==> src/rtl/alu_unit.sv <==
// alu_unit: single-cycle RV32I integer ALU with operand select and ROB/RRF write enables
module alu_unit #(
    parameter int ADDR_LEN        = 32,
    parameter int DATA_LEN        = 32,
    parameter int ALU_OP_WIDTH    = 4,
    parameter int SRC_A_SEL_WIDTH = 2,
    parameter int SRC_B_SEL_WIDTH = 2
) (
    input  logic                       clk_i,
    input  logic                       reset_i,
    input  logic                       if_write_rrf_i,
    input  logic [ADDR_LEN-1:0]        pc_i,
    input  logic [DATA_LEN-1:0]        imm_i,
    input  logic [ALU_OP_WIDTH-1:0]    alu_op_i,
    input  logic [DATA_LEN-1:0]        src1_i,
    input  logic [SRC_A_SEL_WIDTH-1:0] src_a_select_i,
    input  logic [DATA_LEN-1:0]        src2_i,
    input  logic [SRC_B_SEL_WIDTH-1:0] src_b_select_i,
    input  logic                       issue_i,
    output logic [DATA_LEN-1:0]        result_o,
    output logic                       rob_we_o,
    output logic                       rrf_we_o
);
    localparam int SW = $clog2(DATA_LEN);
    localparam logic [ALU_OP_WIDTH-1:0] ADD = 0, SLL = 1, SEQ = 2, SNE = 3, XOR = 4, SRL = 5,
        OR = 6, AND = 7, SUB = 10, SRA = 11, SLT = 12, SGE = 13, SLTU = 14, SGEU = 15;

    logic [DATA_LEN-1:0] a, b, res;
    logic [SW-1:0]       sh;

    // operand selection and result computation
    always_comb begin
        a = src_a_select_i == 0 ? src1_i : src_a_select_i == 1 ? DATA_LEN'(pc_i) : '0;
        b = src_b_select_i == 0 ? src2_i : src_b_select_i == 1 ? imm_i :
            src_b_select_i == 2 ? DATA_LEN'(4) : '0;
        sh = b[SW-1:0];
        case (alu_op_i)
            ADD:     res = a + b;
            SLL:     res = a << sh;
            SEQ:     res = DATA_LEN'(a == b);
            SNE:     res = DATA_LEN'(a != b);
            XOR:     res = a ^ b;
            SRL:     res = a >> sh;
            OR:      res = a | b;
            AND:     res = a & b;
            SUB:     res = a - b;
            SRA:     res = $unsigned($signed(a) >>> sh);
            SLT:     res = DATA_LEN'($signed(a) < $signed(b));
            SGE:     res = DATA_LEN'($signed(a) >= $signed(b));
            SLTU:    res = DATA_LEN'(a < b);
            SGEU:    res = DATA_LEN'(a >= b);
            default: res = '0;
        endcase
        result_o = reset_i ? '0 : res;
        rob_we_o = !reset_i && issue_i;
        rrf_we_o = !reset_i && issue_i && if_write_rrf_i;
    end

    // reset sampled at each edge must never coincide with a write enable
    always_ff @(posedge clk_i) begin
        if (reset_i) assert (!rob_we_o && !rrf_we_o && result_o == '0);
    end
endmodule

==> config.mk <==
export PLATFORM = sky130hd
export DESIGN_NAME = alu_unit
export DESIGN_NICKNAME = d
export VERILOG_FILES = /design/src/rtl/alu_unit.sv
export SDC_FILE = /design/constraint.sdc
export NUM_CORES = 1
export LEC_CHECK = 0
export ABC_AREA = 1
export CORE_ASPECT_RATIO = 1.2
export CORE_UTILIZATION = 53
export DETAILED_ROUTE_END_ITERATION = 10
export GPL_TIMING_DRIVEN = 0
export PLACE_DENSITY = 0.88
export SYNTH_ARGS = -nofsm -noshare
export SYNTH_HDL_FRONTEND = slang
export SYNTH_SLANG_ARGS = --single-unit
==> constraint.sdc <==
create_clock -name vclk -period 4.1
set_input_delay 0.82 -clock vclk [all_inputs]
set_output_delay 0.82 -clock vclk [all_outputs]
set_load 0.05 [all_outputs]
==> impl_results.md, run 1 <==
- Status: aborted with a tool error
- Failed at: global routing
- First Error: [ERROR GRT-0116] Global routing finished with congestion. Check the congestion regions in the DRC Viewer.
- # hold bufs at CTS: 0
- Syn_nets: 2624
- Sequential area share after synthesis: 0
- Synth Instances: 2384
- Largest net degree at the start of global routing: 12
- FP Rows: 58
- Area leader, netlist: nand2_1
- Synthesized area per cell: 4.84 um2
- Yosys synthesis warning count: 0
- Die Y: 164 um
- Global Route Usage Sum: 0.773
- Final Wtd Congestion: 1.39
- Vias in the first global route: 22000
- Distinct cell type count after synthesis: 47
- Pre-CTS WS: -2.35 ns
- Die width: 137 um
- Ports: 174
- Dpl cells: 2825
- Grt ovf: 541
- IO Port Bufs: 171
- Starting Density: 0.546
- Mapped Area: 11500 um2
- First-pass GRT wire length: 132 mm
- Synth area leaders: nand2_1 24%, nand3_1 19%, inv_1 11%
- Top cell type's share of synthesized area: 0.239
- DP HPWL: 48.0 mm
-- kinds of logic after synthesis --
logic type / count (synthesis) / share of synthesized area
simple gates: 1483 / 0.556
fa+ha+maj: 100 / 0.110
buf+inv: 466 / 0.163
xor+xnor: 1 / 0.000760
compound gates: 334 / 0.170
-- through the flow --
| step | hold WS (ns) | cell area [um2] | setup TNS [ns] |
|---|---|---|---|
| floorplan | 1.85 | 12000 | -0.0113 |
| global placement | 2.82 | 14000 | -62.78 |
| detailed placement | 2.86 | 14000 | -64.27 |
| CTS | 2.34 | 16600 | -8.42 |
-- Yosys cell counts, types with 2 or more instances --
cell,instances
nor2_2,14
o21ai_2,5
a21oi_1,139
clkbuf_2,2
o21bai_1,11
clkbuf_1,36
buf_2,52
o22ai_1,14
nor2_4,11
o21ai_0,72
ha_1,98
o21a_1,32
o21ai_1,14
nand4_1,23
buf_4,10
a211oi_1,2
o211ai_1,22
nand3_2,4
a31oi_1,3
inv_1,340
buf_6,3
fa_1,2
nand2_1,735
buf_1,10
nand2_2,16
o2111ai_1,3
nor4_1,2
nand3_1,427
nand3b_1,6
o31ai_1,2
inv_2,11
a221oi_1,5
o22ai_2,2
nor2_1,224
o221ai_1,4
nor3_1,17
-- repair_timing --
action / CTS
buffers inserted: 97
resized for setup: 729
endpoints found under the setup margin: 32
pin swaps: 135
gates cloned: 4
-- metal layers --
metal | GRT overflow | track usage
met5 | 1 | 0.475
met4 | 170 | 0.780
met3 | 15 | 0.611
met2 | 342 | 0.955
met1 | 13 | 0.743
==> run 2: changes to the inputs <==
- CORE_ASPECT_RATIO: 1.2 -> default
- CORE_UTILIZATION: 53 -> 40
- PLACE_DENSITY: 0.88 -> default
- PLACE_DENSITY_LB_ADDON: default -> 0.15
- clock period: 4.1 -> 5.35 ns (I/O delays scaled with it)
==> run 2 against run 1 <==
The flow now finishes, with violations (negative setup slack). Area after synthesis did not move. Synthesized cell count did not move.
==> impl_results.md, run 2 <==
- Top cell type's share of synthesized area: 0.239 (unchanged)
- Area post-placement: 13700 um2 (-2.1%)
- Setup crit end kind: primary output
- Share of cells above drive strength 1: 0.178
- Final Wtd Congestion: 1.10 (-21%)
- Hold crit path type: in -> out
- Status: finished, violations left
- Synth area leaders: nand2_1 24%, nand3_1 19%, inv_1 11%
- DRT Pass-1 Iters: 8
- Max cap viols: 0
- Startpoint types: input port
- RSZ-0062 raised after global routing: true
- Filler Cell Count: 3049
- Top-count cell post-synth: nand2_1
- Sequential cell count: 0
- Sequential area share after synthesis: 0 (unchanged)
- Fmax: 185 MHz
- Ports: 174 (unchanged)
- Hold_sp: reset_i
- Crit path time final: 5.39 ns
- Post-Route WL: 72.4 mm
- Global Route Usage Sum: 0.474
- Static Leak: 7.97 nW
- Final instance area: 15500 um2
- Critical Path RT: 4.28 ns
- Starting Density: 0.411 (-0.136)
- Pwr Density: 139 nW/um2
- Hold Crit Depth: 3
- Routed WL per cell: 24.4 um
- Slew Limit Fails: 0
- Routed via count: 18100
- Die width: 172 um (+26%)
- Largest net degree at the start of global routing: 13
- CORE AREA: 28100 um2
- Nets: 2835
- Final worst slack: -0.0415 ns
- Post-DR vias/cell: 6.08
- Post-route clock period utilization: 1.01
- Syn_nets: 2624 (unchanged)
- Failing checks: negative setup slack
- Layout area overhead: 34.0%
- DRC: 0
- Post-detailed-route count of antenna-violating nets: 0
- First-pass GRT wire length: 102 mm
- IO Port Bufs: 171 (unchanged)
- Vias in the first global route: 16500
- # hold bufs at CTS: 0 (unchanged)
- FP Rows: 61 (+5.2%)
- Relative slew slack: 0.379
- Pre-CTS WS: -2.15 ns (+0.202 ns)
- Ant diodes: 0
- Synthesized area per cell: 4.84 um2 (unchanged)
- Fin. Hold Viols: 0
- Crit path DAT: 4.32 ns
- Final setup fails: 2
- Commonest non-fill, non-tap cell in the layout: nand2_1
- DP HPWL: 57.9 mm (+21%)
- Non-Filler Instances: 2971
- Worst Hold End: result_o[31]
- Sequential cell area: 0 um2
- Die area: 29500 um2
- Synth Instances: 2384 (unchanged)
- Antenna violations before repair: 1
- Dpl cells: 2933 (+3.8%)
- Top post-synthesis cells by count: 735 x nand2_1, 427 x nand3_1, 340 x inv_1, 224 x nor2_1, 139 x a21oi_1
- Yosys synthesis warning count: 0 (unchanged)
- Mapped Area: 11500 um2 (unchanged)
- Grt ovf: 0
- Kind of critical path: in -> out
- Die Y: 172 um (+5.0%)
- Clock buffers: 0
- Maximum fanout along the worst path: 10
- Commonest non-fill, non-tap cells in the layout: 688 x nand2_1, 408 x nand3_1, 317 x inv_1
- Distinct cell type count after synthesis: 47 (unchanged)
- Worst-margin pin slew: 0.931 ns
- Area leader, netlist: nand2_1
- Drt initial violations: 2637
- Fin util: 0.550
- Maximum VDD drop: 0.0000763 V
[run 2: cell counts after synthesis]
No cell type changed its count.
[run 2: power by group]
| group | internal [mW] | total (mW) | switching (mW) |
|---|---|---|---|
| registers | 0 | 0 | 0 |
| logic | 0.686 | 2.15 | 1.47 |
| clock network | 0 | 0 | 0 |
[run 2: cells by family (layout without fill, tap and decap cells)]
kind of cell	Yosys count	count (layout)	synth area share
and+or+nand+nor	1483	1483	0.556
buffers and inverters	466	675	0.163
AOI/OAI and AO/OA	334	334	0.170
adders and majority gates	100	100	0.110
xor gates and xnor gates	1	1	0.000760
[run 2: critical path: stages]
cell	delay [ns]
clkdlybuf4s15_2	0.23
inv_2	0.07
nand2_4	0.10
buf_12	0.16
buf_12	0.13
o21a_1	0.15
inv_1	0.05
ha_1	0.33
buf_4	0.19
inv_1	0.08
a21oi_1	0.24
nand2_1	0.15
nand2_1	0.10
nand2_1	0.10
inv_1	0.08
nand2_2	0.07
nand2_1	0.06
nand2_1	0.05
o21ai_1	0.27
a21oi_1	0.07
nand3_1	0.19
and2_1	0.16
buf_4	0.19
[run 2: stage by stage]
stage | power [mW] | hold WS [ns] | setup TNS (ns)
global route | 2.26 | 2.91 | -0.336
global placement | 1.75 | 3.32 | -55.65
CTS | 1.89 | 2.88 | -0.0194
detailed placement | 1.76 | 3.35 | -56.38
floorplan | 1.09 | 2.35 | 0
finish | 2.15 | 2.92 | -0.0706
[run 2: how the worst max path moves through the flow]
| stage | start | end | slack, ns | cells past startpoint |
|---|---|---|---|---|
| finish | src_b_select_i[1] | result_o[15] | -0.04 | 23 |
| global route | src_a_select_i[0] | result_o[20] | -0.06 | 24 |
| CTS | src_b_select_i[1] | result_o[0] | -0.02 | 24 |
| detailed placement | src_b_select_i[1] | result_o[0] | -2.15 | 24 |
| global placement | src_b_select_i[1] | result_o[0] | -2.08 | 20 |
| floorplan | src_b_select_i[1] | result_o[8] | 0.15 | 21 |
[run 2: layout make-up]
class                           instances  area (um2)  share of cell area
Multi-Input combinational cell       1918       10800               0.699
Timing Repair Buffer                  221        2090               0.135
Inverter                              353        1350              0.0871
Buffer                                101         734              0.0475
Tap cell                              378         473              0.0306
[run 2: repair_timing]
action,in CTS,in global routing
gates resized for setup,408,231
buffers inserted,19,29
pin swaps,27,58
cloned,0,2
endpoints found under the setup margin,32,31
[run 2: metal layers]
layer | GRT usage | share of wire | up-vias
met4 | 0.376 | 0.099 | 2
met5 | 0 | 0.0015 | -
met2 | 0.748 | 0.42 | 1479
met3 | 0.101 | 0.12 | 393
met1 | 0.557 | 0.36 | 8067
li1 | - | - | 8120
(Power assumes the default switching activity.)
